**src/rtl/pcieifc_fifo_rd_stream_if.sv**
```systemverilog
// Bundle of the upstream FIFO read port, flush control and the downstream stream.
// The master side is the read-stream block; the slave side is its environment.
interface pcieifc_fifo_rd_stream_if #(
  parameter int DATA_WIDTH = 192,
  parameter int BUF_DEPTH  = 4
);
  localparam int CNT_W = $clog2(BUF_DEPTH) + 1;

  logic                  fifo_empty;
  logic                  fifo_ren;
  logic [DATA_WIDTH-1:0] fifo_dout;
  logic                  flush;
  logic                  m_valid;
  logic [DATA_WIDTH-1:0] m_data;
  logic                  m_ready;
  logic [CNT_W-1:0]      buf_cnt;

  modport master (
    input  fifo_empty, fifo_dout, flush, m_ready,
    output fifo_ren, m_valid, m_data, buf_cnt
  );

  modport slave (
    output fifo_empty, fifo_dout, flush, m_ready,
    input  fifo_ren, m_valid, m_data, buf_cnt
  );
endinterface

```
**src/rtl/pcieifc_fifo_rd_stream.sv**
```systemverilog
// Turns a fixed-latency FIFO read port into a valid/ready stream through a small
// prefetch buffer; reads are issued only when buffer space is guaranteed.

module pcieifc_fifo_rd_stream_chk #(
  parameter int BUF_DEPTH = 4,
  parameter int CNT_W     = 3
) (
  input logic             clk,
  input logic             rst,
  input logic             push_i,
  input logic             pop_i,
  input logic [CNT_W-1:0] cnt_i
);
  // A return landing in a full buffer with no pop means the credit rule was broken.
  a_no_overflow: assert property (@(posedge clk) disable iff (rst)
    !(push_i && !pop_i && (cnt_i == CNT_W'(BUF_DEPTH))));
endmodule

module pcieifc_fifo_rd_stream #(
  parameter int DATA_WIDTH = 192,
  parameter int RD_LAT     = 1,
  parameter int BUF_DEPTH  = 4
) (
  input logic                     clk,
  input logic                     rst,
  pcieifc_fifo_rd_stream_if.master io
);
  localparam int PTR_W = $clog2(BUF_DEPTH);
  localparam int CNT_W = PTR_W + 1;
  localparam int SUM_W = CNT_W + 1;

  logic [RD_LAT-1:0]     infl_q, infl_d;
  logic [PTR_W-1:0]      wr_ptr_q, wr_ptr_d;
  logic [PTR_W-1:0]      rd_ptr_q, rd_ptr_d;
  logic [CNT_W-1:0]      cnt_q, cnt_d;
  logic [DATA_WIDTH-1:0] mem_q [BUF_DEPTH];
  logic [CNT_W-1:0]      inflight_s;
  logic [SUM_W-1:0]      credit_s;
  logic                  push_s, pop_s, ren_s, clr_s, valid_s;

  assign valid_s = (cnt_q != '0);
  assign pop_s   = valid_s && io.m_ready;
  assign push_s  = infl_q[RD_LAT-1];
  assign clr_s   = rst || io.flush;

  always_comb begin
    inflight_s = '0;
    for (int i = 0; i < RD_LAT; i++) begin
      inflight_s = inflight_s + CNT_W'(infl_q[i]);
    end
  end

  // Space still unclaimed after this cycle's pop decides whether another read may go out.
  always_comb begin
    credit_s = SUM_W'(cnt_q) + SUM_W'(inflight_s) - SUM_W'(pop_s);
    ren_s    = !io.fifo_empty && !clr_s && (credit_s < SUM_W'(BUF_DEPTH));
  end

  always_comb begin
    infl_d   = RD_LAT'({infl_q, ren_s});
    wr_ptr_d = wr_ptr_q + PTR_W'(push_s);
    rd_ptr_d = rd_ptr_q + PTR_W'(pop_s);
    cnt_d    = cnt_q + CNT_W'(push_s) - CNT_W'(pop_s);
    if (clr_s) begin
      infl_d   = '0;
      wr_ptr_d = '0;
      rd_ptr_d = '0;
      cnt_d    = '0;
    end
  end

  always_ff @(posedge clk) begin
    if (rst) begin
      infl_q   <= '0;
      wr_ptr_q <= '0;
      rd_ptr_q <= '0;
      cnt_q    <= '0;
    end else begin
      infl_q   <= infl_d;
      wr_ptr_q <= wr_ptr_d;
      rd_ptr_q <= rd_ptr_d;
      cnt_q    <= cnt_d;
    end
  end

  // Returns that land during a flush belong to reads being discarded.
  always_ff @(posedge clk) begin
    if (push_s && !clr_s) begin
      mem_q[wr_ptr_q] <= io.fifo_dout;
    end
  end

  assign io.fifo_ren = ren_s;
  assign io.m_valid  = valid_s;
  assign io.m_data   = valid_s ? mem_q[rd_ptr_q] : '0;
  assign io.buf_cnt  = cnt_q;

  pcieifc_fifo_rd_stream_chk #(
    .BUF_DEPTH (BUF_DEPTH),
    .CNT_W     (CNT_W)
  ) u_chk (
    .clk    (clk),
    .rst    (rst),
    .push_i (push_s),
    .pop_i  (pop_s),
    .cnt_i  (cnt_q)
  );
endmodule
```
**src/flat_wrapper.sv**
```systemverilog
// flat-port wrapper written by rule: the top's interface ports become plain ports
module pcieifc_fifo_rd_stream_flat 
#(
  parameter int DATA_WIDTH = 192,
  parameter int RD_LAT     = 1,
  parameter int BUF_DEPTH  = 4
)
  (clk, rst, io_fifo_empty, io_fifo_dout, io_flush, io_m_ready, io_fifo_ren, io_m_valid, io_m_data, io_buf_cnt);
  pcieifc_fifo_rd_stream_if #(.DATA_WIDTH(DATA_WIDTH), .BUF_DEPTH(BUF_DEPTH)) io_i ();
  input logic clk;
  input logic rst;
  input wire logic [$bits(io_i.fifo_empty)-1:0] io_fifo_empty;
  input wire logic [$bits(io_i.fifo_dout)-1:0] io_fifo_dout;
  input wire logic [$bits(io_i.flush)-1:0] io_flush;
  input wire logic [$bits(io_i.m_ready)-1:0] io_m_ready;
  output wire logic [$bits(io_i.fifo_ren)-1:0] io_fifo_ren;
  output wire logic [$bits(io_i.m_valid)-1:0] io_m_valid;
  output wire logic [$bits(io_i.m_data)-1:0] io_m_data;
  output wire logic [$bits(io_i.buf_cnt)-1:0] io_buf_cnt;
  assign io_i.fifo_empty = io_fifo_empty;
  assign io_i.fifo_dout = io_fifo_dout;
  assign io_i.flush = io_flush;
  assign io_i.m_ready = io_m_ready;
  assign io_fifo_ren = io_i.fifo_ren;
  assign io_m_valid = io_i.m_valid;
  assign io_m_data = io_i.m_data;
  assign io_buf_cnt = io_i.buf_cnt;
  pcieifc_fifo_rd_stream #(.DATA_WIDTH(DATA_WIDTH), .RD_LAT(RD_LAT), .BUF_DEPTH(BUF_DEPTH)) u_core (.clk(clk), .rst(rst), .io(io_i));
endmodule
```
**config.mk**
```make
export PLATFORM = sky130hd
export DESIGN_NAME = pcieifc_fifo_rd_stream_flat
export DESIGN_NICKNAME = d
export VERILOG_FILES = /design/src/rtl/pcieifc_fifo_rd_stream_if.sv /design/src/rtl/pcieifc_fifo_rd_stream.sv /design/src/flat_wrapper.sv
export SDC_FILE = /design/constraint.sdc
export NUM_CORES = 1
export LEC_CHECK = 0
export BUFFER_PORTS_ARGS = -buffer_cell sky130_fd_sc_hd__buf_2
export CAP_MARGIN = 40
export CORE_UTILIZATION = 57
export DETAILED_ROUTE_END_ITERATION = 16
export PLACE_DENSITY = 0.89
export SYNTH_ARGS = -nofsm -noshare
export SYNTH_HDL_FRONTEND = slang
export SYNTH_SLANG_ARGS = --single-unit
```
**constraint.sdc**
```tcl
create_clock -name clk -period 19.8 [get_ports clk]
set_clock_uncertainty 0.05 [all_clocks]
set_input_delay 1.98 -clock clk [delete_from_list [all_inputs] [get_ports clk]]
set_output_delay 1.98 -clock clk [all_outputs]
set_load 0.005 [all_outputs]
```
==> flow_metrics.py, run 1 <==
metrics = {
    "clock_tree": {
        "htree_levels": 3,
        "hold_buffers": 0,
        "cts.sinks": 776,
        "cts-root-buf": "clkbuf_16",
        "cts.path.max_buffers": 3,
        "cts_tree": "built",
        "cts_resized": 0,
        "cts_buffers": 77,
        "cts.clk_slew.worst_paths_ns": 0.06,
        "postCtsSetupRepairBufs": 0,
        "clock_latency_ns": 0.61,
    },
    "route": {
        "first_pass_iters": 5,
        "drt_iter0_markers": 1335,
        "drc": 0,
        "wl_per_cell_um": 25.1,
        "via_count": 14500,
        "final_antenna_net_count": 0,
        "viasPerCell": 5.95,
        "wl_um": 61100,
    },
    "sta": {
        "setup_slack_ns": 13.78,
        "maxSlewViolCount": 0,
        "final.min_clock_period_ns": 6.02,
        "max_freq_mhz": 166,
        "setup_violations": 0,
        "relSlewSlack_pct": 17.5,
        "period_share_pct": 30.4,
        "final.setup.tns_ns": 0,
        "finalHoldViolations": 0,
        "grt_setup_unrepaired": "no",
        "worstMarginPinSlew_ns": 1.24,
    },
    "min_path": {
        "hp-start": "u_core.wr_ptr_q[1]$_SDFF_PP0_",
        "hold_class": "flop to flop",
    },
    "placed_design": {
        "dp_slack_ns": 14.05,
        "hpwl_um": 34400,
        "post-place-cells": 2288,
        "gp_congestion": 0.804,
        "io_buffers": 393,
    },
    "global_routing": {
        "grt_pass1_vias": 15000,
        "grt_max_degree": 171,
        "grt_antenna_before_repair": 19,
        "grt_pass1_wl_um": 91800,
        "overflow": 0,
        "grt.total_usage_pct": 23.5,
    },
    "floorplan": {
        "pin_count": 394,
        "dieArea_um2": 52500,
        "placementRows": 82,
        "initial_core_util_pct": 58.2,
        "die_w_um": 229,
        "core_um2": 50600,
        "fp.dieH_um": 229,
    },
    "finish": {
        "area_growth_pct": 17.6,
        "final_core_util_pct": 68.4,
        "layout_common_cells": "768 x edfxtp_1, 393 x buf_2, 194 x and2_1",
        "nNetsFinal": 1897,
        "layout_commonest_cell": "edfxtp_1",
        "drive_above_1_share_pct": 41.0,
        "stdcell_count": 2436,
    },
    "logic_synthesis": {
        "synth_warnings": 0,
        "syn_area_per_cell_um2": 23.2,
        "syn_inst": 1267,
        "synth_fp_nets": 1469,
        "syn_area_um2": 29400,
        "ys_seq_area_share_pct": 78.9,
        "yosys.cell_types.count": 26,
        "ys_ff_latch": 776,
    },
    "pwr": {
        "p_leak_nw": 11.8,
        "vdd_ir_drop_max_mv": 0.103,
        "total_power_mw": 3.32,
        "p_per_area_nw_per_um2": 95.9,
    },
    "critical_path": {
        "critPathMaxFanout": 4,
        "cp-end-kind": "primary output",
        "cp.arrival_ns": 3.99,
        "cp-startpoint": "io_m_ready",
        "critPathKind": "input port to primary output",
        "required_ns": 17.77,
        "r2r-start": "u_core.infl_q$_SDFF_PP0_",
        "crit_path_start_kind": "input port",
    },
    "flow_run": {
        "cap_violations": 0,
    },
    "run_status": {
        "status": "completed",
    },
}
-- worst max-delay path, stage by stage --
cell	delay, ns
buf_2	0.14
nand3_1	0.17
o21ai_0	0.16
ha_1	0.27
inv_1	0.08
fa_1	0.40
xor2_1	0.19
nand2_1	0.12
nor4_1	0.29
buf_2	0.19
-- power breakdown --
group | switching, mW | total (mW) | internal, mW | leakage, nW
sequential | 0.00293 | 1.81 | 1.81 | 6.97
combinational | 0.0706 | 0.127 | 0.0568 | 3.66
clock | 0.586 | 1.38 | 0.793 | 1.17
total | 0.659 | 3.32 | 2.66 | 11.8
-- layout make-up --
class	instances	area [µm²]
Sequential cell	776	23200
Fill cell	2938	16000
Multi-Input combinational cell	420	5800
Timing Repair Buffer	414	2310
Clock buffer	96	2060
Tap cell	672	841
Clock inverter	43	332
Inverter	6	22.5
Antenna cell	9	22.5
-- cells by family after synthesis --
logic type	synth area share, %
compound gates	0.106
xor+xnor	0.119
fa+ha+maj	0.238
buf+inv	1.49
flops	78.9
mux	14.7
simple gates	4.44
-- flip-flops by register name (all words and copies together), names as in the netlist --
name	count
u_core.infl_q	1
u_core.io.buf_cnt	3
u_core.mem_q	768
u_core.rd_ptr_q	2
u_core.wr_ptr_q	2
-- cells in the mapped netlist (all sizes together) --
cell type  count  area (µm²)
nor3           2        10.0
ha             4        50.1
or3            1        6.26
mux4         192        4320
o311ai         1        8.76
o31ai          1        7.51
and3           1        6.26
nand2          2        7.51
inv            6        22.5
and2         194        1210
or2            1        6.26
o21ai          1        5.00
clkbuf        24        90.1
xnor2          1        8.76
xor2           3        26.3
buf           41         327
nor2           8        30.0
dfxtp          8         160
a21oi          2        10.0
edfxtp       768       23100
nor4           2        12.5
nand3          3        15.0
fa             1        20.0
-- through the flow --
| stage | hold slack, ns | area, µm² |
|---|---|---|
| 2_1_floorplan | 0.478 | 29400 |
| 4_1_cts | 0.554 | 34600 |
| 3_3_place_gp | 0.521 | 32000 |
| 5_1_grt | 0.605 | 34600 |
| 6_report | 0.562 | 34600 |
| 3_5_place_dp | 0.541 | 32200 |
-- layer usage --
layer	GRT usage, %	wire length (µm)	vias to the layer above
met4	6.54	1020	16
li1	-	-	6076
met3	6.90	5870	100
met2	38.5	31100	747
met5	0	111	-
met1	31.1	23000	7559
-- final timing paths --
check | depth (start not counted) | end | slack, ns
worst max-delay path | 10 | io_fifo_ren | 13.78
worst min-delay path | 2 | u_core.wr_ptr_q[1]$_SDFF_PP0_ | 0.56
worst max register to register | 4 | u_core.mem_q[2][177]$_DFFE_PP_ | 16.81
worst min register to register | 2 | u_core.wr_ptr_q[1]$_SDFF_PP0_ | 0.56
(Power assumes the default switching activity.)
==> run 2: changes to the inputs <==
--- a/config.mk
+++ b/config.mk
@@ -7,9 +7,9 @@
 export LEC_CHECK = 0
 export BUFFER_PORTS_ARGS = -buffer_cell sky130_fd_sc_hd__buf_2
 export CAP_MARGIN = 40
-export CORE_UTILIZATION = 57
+export CORE_UTILIZATION = 52
 export DETAILED_ROUTE_END_ITERATION = 16
-export PLACE_DENSITY = 0.89
+export PLACE_DENSITY = 0.86
 export SYNTH_ARGS = -nofsm -noshare
 export SYNTH_HDL_FRONTEND = slang
 export SYNTH_SLANG_ARGS = --single-unit
==> constraint.sdc (replaced) <==
create_clock -name clk -period 5.3 [get_ports clk]
set_clock_uncertainty 0.05 [all_clocks]
set_input_delay 0.53 -clock clk [delete_from_list [all_inputs] [get_ports clk]]
set_output_delay 0.53 -clock clk [all_outputs]
set_load 0.005 [all_outputs]
==> flow_metrics.py, run 2 (synthesis gave the netlist of run 1 again) <==
metrics = {
    "run_status": {
        "status": "completed",
    },
    "sta": {
        "grt_setup_unrepaired": "no",
        "relSlewSlack_pct": 45.8,
        "period_share_pct": 67.0,
        "setup_violations": 0,
        "fin_hold_ws_ns": 0.0708,
        "final.min_clock_period_ns": 3.55,
        "finalHoldViolations": 0,
        "setup_slack_ns": 1.75,
        "max_freq_mhz": 282,
        "final.setup.tns_ns": 0,
        "maxSlewViolCount": 0,
        "worstMarginPinSlew_ns": 0.813,
    },
    "critical_path": {
        "crit_path_start_kind": "flop",
        "critPathKind": "flop to primary output",
        "max_stage_delay_ns": 0.79,
        "required_ns": 4.72,
        "cpMaxStageDelayCell": "dfxtp_4",
        "cp.arrival_ns": 2.97,
        "cp_cell_sequence": "buf_12 -> mux4_2 -> and2_1 -> buf_2",
        "cp-end-kind": "primary output",
        "critPathMaxFanout": 74,
    },
    "pwr": {
        "switching_share_pct": 20.1,
        "comb_power_share_pct": 3.6,
        "clkPwrFrac_pct": 42.8,
        "total_power_mw": 12.6,
        "p_per_area_nw_per_um2": 363,
        "p_leak_nw": 11.8,
        "p_sw_mw": 2.54,
        "p_int_mw": 10.1,
        "vdd_ir_drop_max_mv": 0.283,
        "pwr-share-seq_pct": 53.6,
    },
    "clock_tree": {
        "cts.clk_slew.worst_paths_ns": 0.06,
        "cts.path.max_buffers": 3,
        "hold_buffers": 0,
        "htree_levels": 3,
        "cts_tree": "built",
        "cts.sinks": 776,
        "clock_latency_ns": 0.61,
        "cts-root-buf": "clkbuf_16",
        "postCtsSetupRepairBufs": 0,
        "cts_buffers": 77,
        "cts_resized": 0,
    },
    "floorplan": {
        "die_w_um": 240,
        "dieArea_um2": 57500,
        "initial_core_util_pct": 53.0,
        "pin_count": 394,
        "core_um2": 55500,
        "placementRows": 86,
        "fp.dieH_um": 240,
    },
    "finish": {
        "layout_common_cells": "768 x edfxtp_1, 393 x buf_2, 194 x and2_1",
        "area_growth_pct": 18.3,
        "drive_above_1_share_pct": 41.6,
        "largest_reg_flops": 768,
        "regMostFlops": "u_core.mem_q",
        "fillers": 3649,
        "nNetsFinal": 1895,
        "multi_input_comb_area_um2": 5820,
        "seq_area_um2": 23200,
        "layout_commonest_cell": "edfxtp_1",
    },
    "global_routing": {
        "grt_pass1_vias": 14600,
        "grt_antenna_before_repair": 18,
        "grt_pass1_wl_um": 87800,
        "grt_max_degree": 118,
        "overflow": 0,
        "grt.total_usage_pct": 20.7,
    },
    "placed_design": {
        "dp_slack_ns": 2.26,
        "io_buffers": 393,
        "hpwl_um": 34600,
        "gp_congestion": 0.760,
    },
    "route": {
        "wl_um": 59900,
        "wl_per_cell_um": 23.9,
        "via_count": 14100,
        "viasPerCell": 5.63,
        "drc": 0,
        "final_antenna_net_count": 0,
        "first_pass_iters": 5,
        "drt_iter0_markers": 976,
    },
    "flow_run": {
        "cap_violations": 0,
    },
    "min_path": {
        "hold_class": "input port to flop",
    },
}
==> run 2: cell count changes in the layout (fill, tap and decap cells not counted), moves of 2 or more <==
cell / previous run / this run
clkinv_1: 17 / 11
buf_16: 5 / 1
bufinv_16: 4 / 8
buf_12: 7 / 10
clkbuf_1: 16 / 13
clkinvlp_4: 2 / 5
diode_2: 9 / 6
clkbuf_16: 80 / 78
clkinv_2: 14 / 16
clkinv_8: 1 / 3
inv_16: 0 / 2
nor3_2: 2 / 0
nor3_4: 0 / 2
==> run 2: path summary, 6_finish.rpt <==
| path | start | end | slack [ns] | depth (start not counted) |
|---|---|---|---|---|
| worst max register to register | u_core.wr_ptr_q[1]$_SDFF_PP0_ | u_core.mem_q[2][116]$_DFFE_PP_ | 2.78 | 3 |
| worst min-delay path | io_fifo_empty | u_core.infl_q$_SDFF_PP0_ | 0.07 | 2 |
| worst max-delay path | u_core.rd_ptr_q[0]$_SDFF_PP0_ | io_m_data[150] | 1.75 | 4 |
| worst min register to register | u_core.wr_ptr_q[1]$_SDFF_PP0_ | u_core.wr_ptr_q[1]$_SDFF_PP0_ | 0.61 | 2 |
==> run 2: metrics by stage <==
stage	utilization, %	std cells	area (µm²)
after detailed placement	58.1	2362	32300
after floorplan	-	1267	29500
final	62.7	2508	34800
after CTS	62.7	2502	34800
after global routing	62.7	2505	34800
after global placement	58.1	2361	32200
==> run 2: per-layer routing <==
metal | global-route usage (%) | wire length, µm
met2 | 34.2 | 30700
met4 | 6.76 | 1300
met1 | 26.3 | 22800
met3 | 6.34 | 4930
met5 | 0 | 166
==> run 2: power groups by stage <==
stage	logic (mW)	clock network (mW)	registers, mW
finish	0.455	5.41	6.78
global route	0.497	5.73	6.78
CTS	0.460	5.51	6.78
detailed placement	0.455	0	6.91
global placement	0.422	0	6.91
floorplan	0.195	0	6.91
==> run 2: cell type report <==
class,count,share of cell area (%)
antenna,6,0.0431
clock buffer,91,5.75
clock inverter,49,1.51
inverter,6,0.0647
multi-input combinational,420,16.7
sequential,776,66.7
tap,748,2.69
timing repair buffer,412,6.48
==> run 2: critical path: cells and delay by family (launching register included) <==
family | cells | cell delay [ns]
flops | 1 | 0.79
buf+inv | 2 | 0.62
mux | 1 | 0.61
simple gates | 1 | 0.18
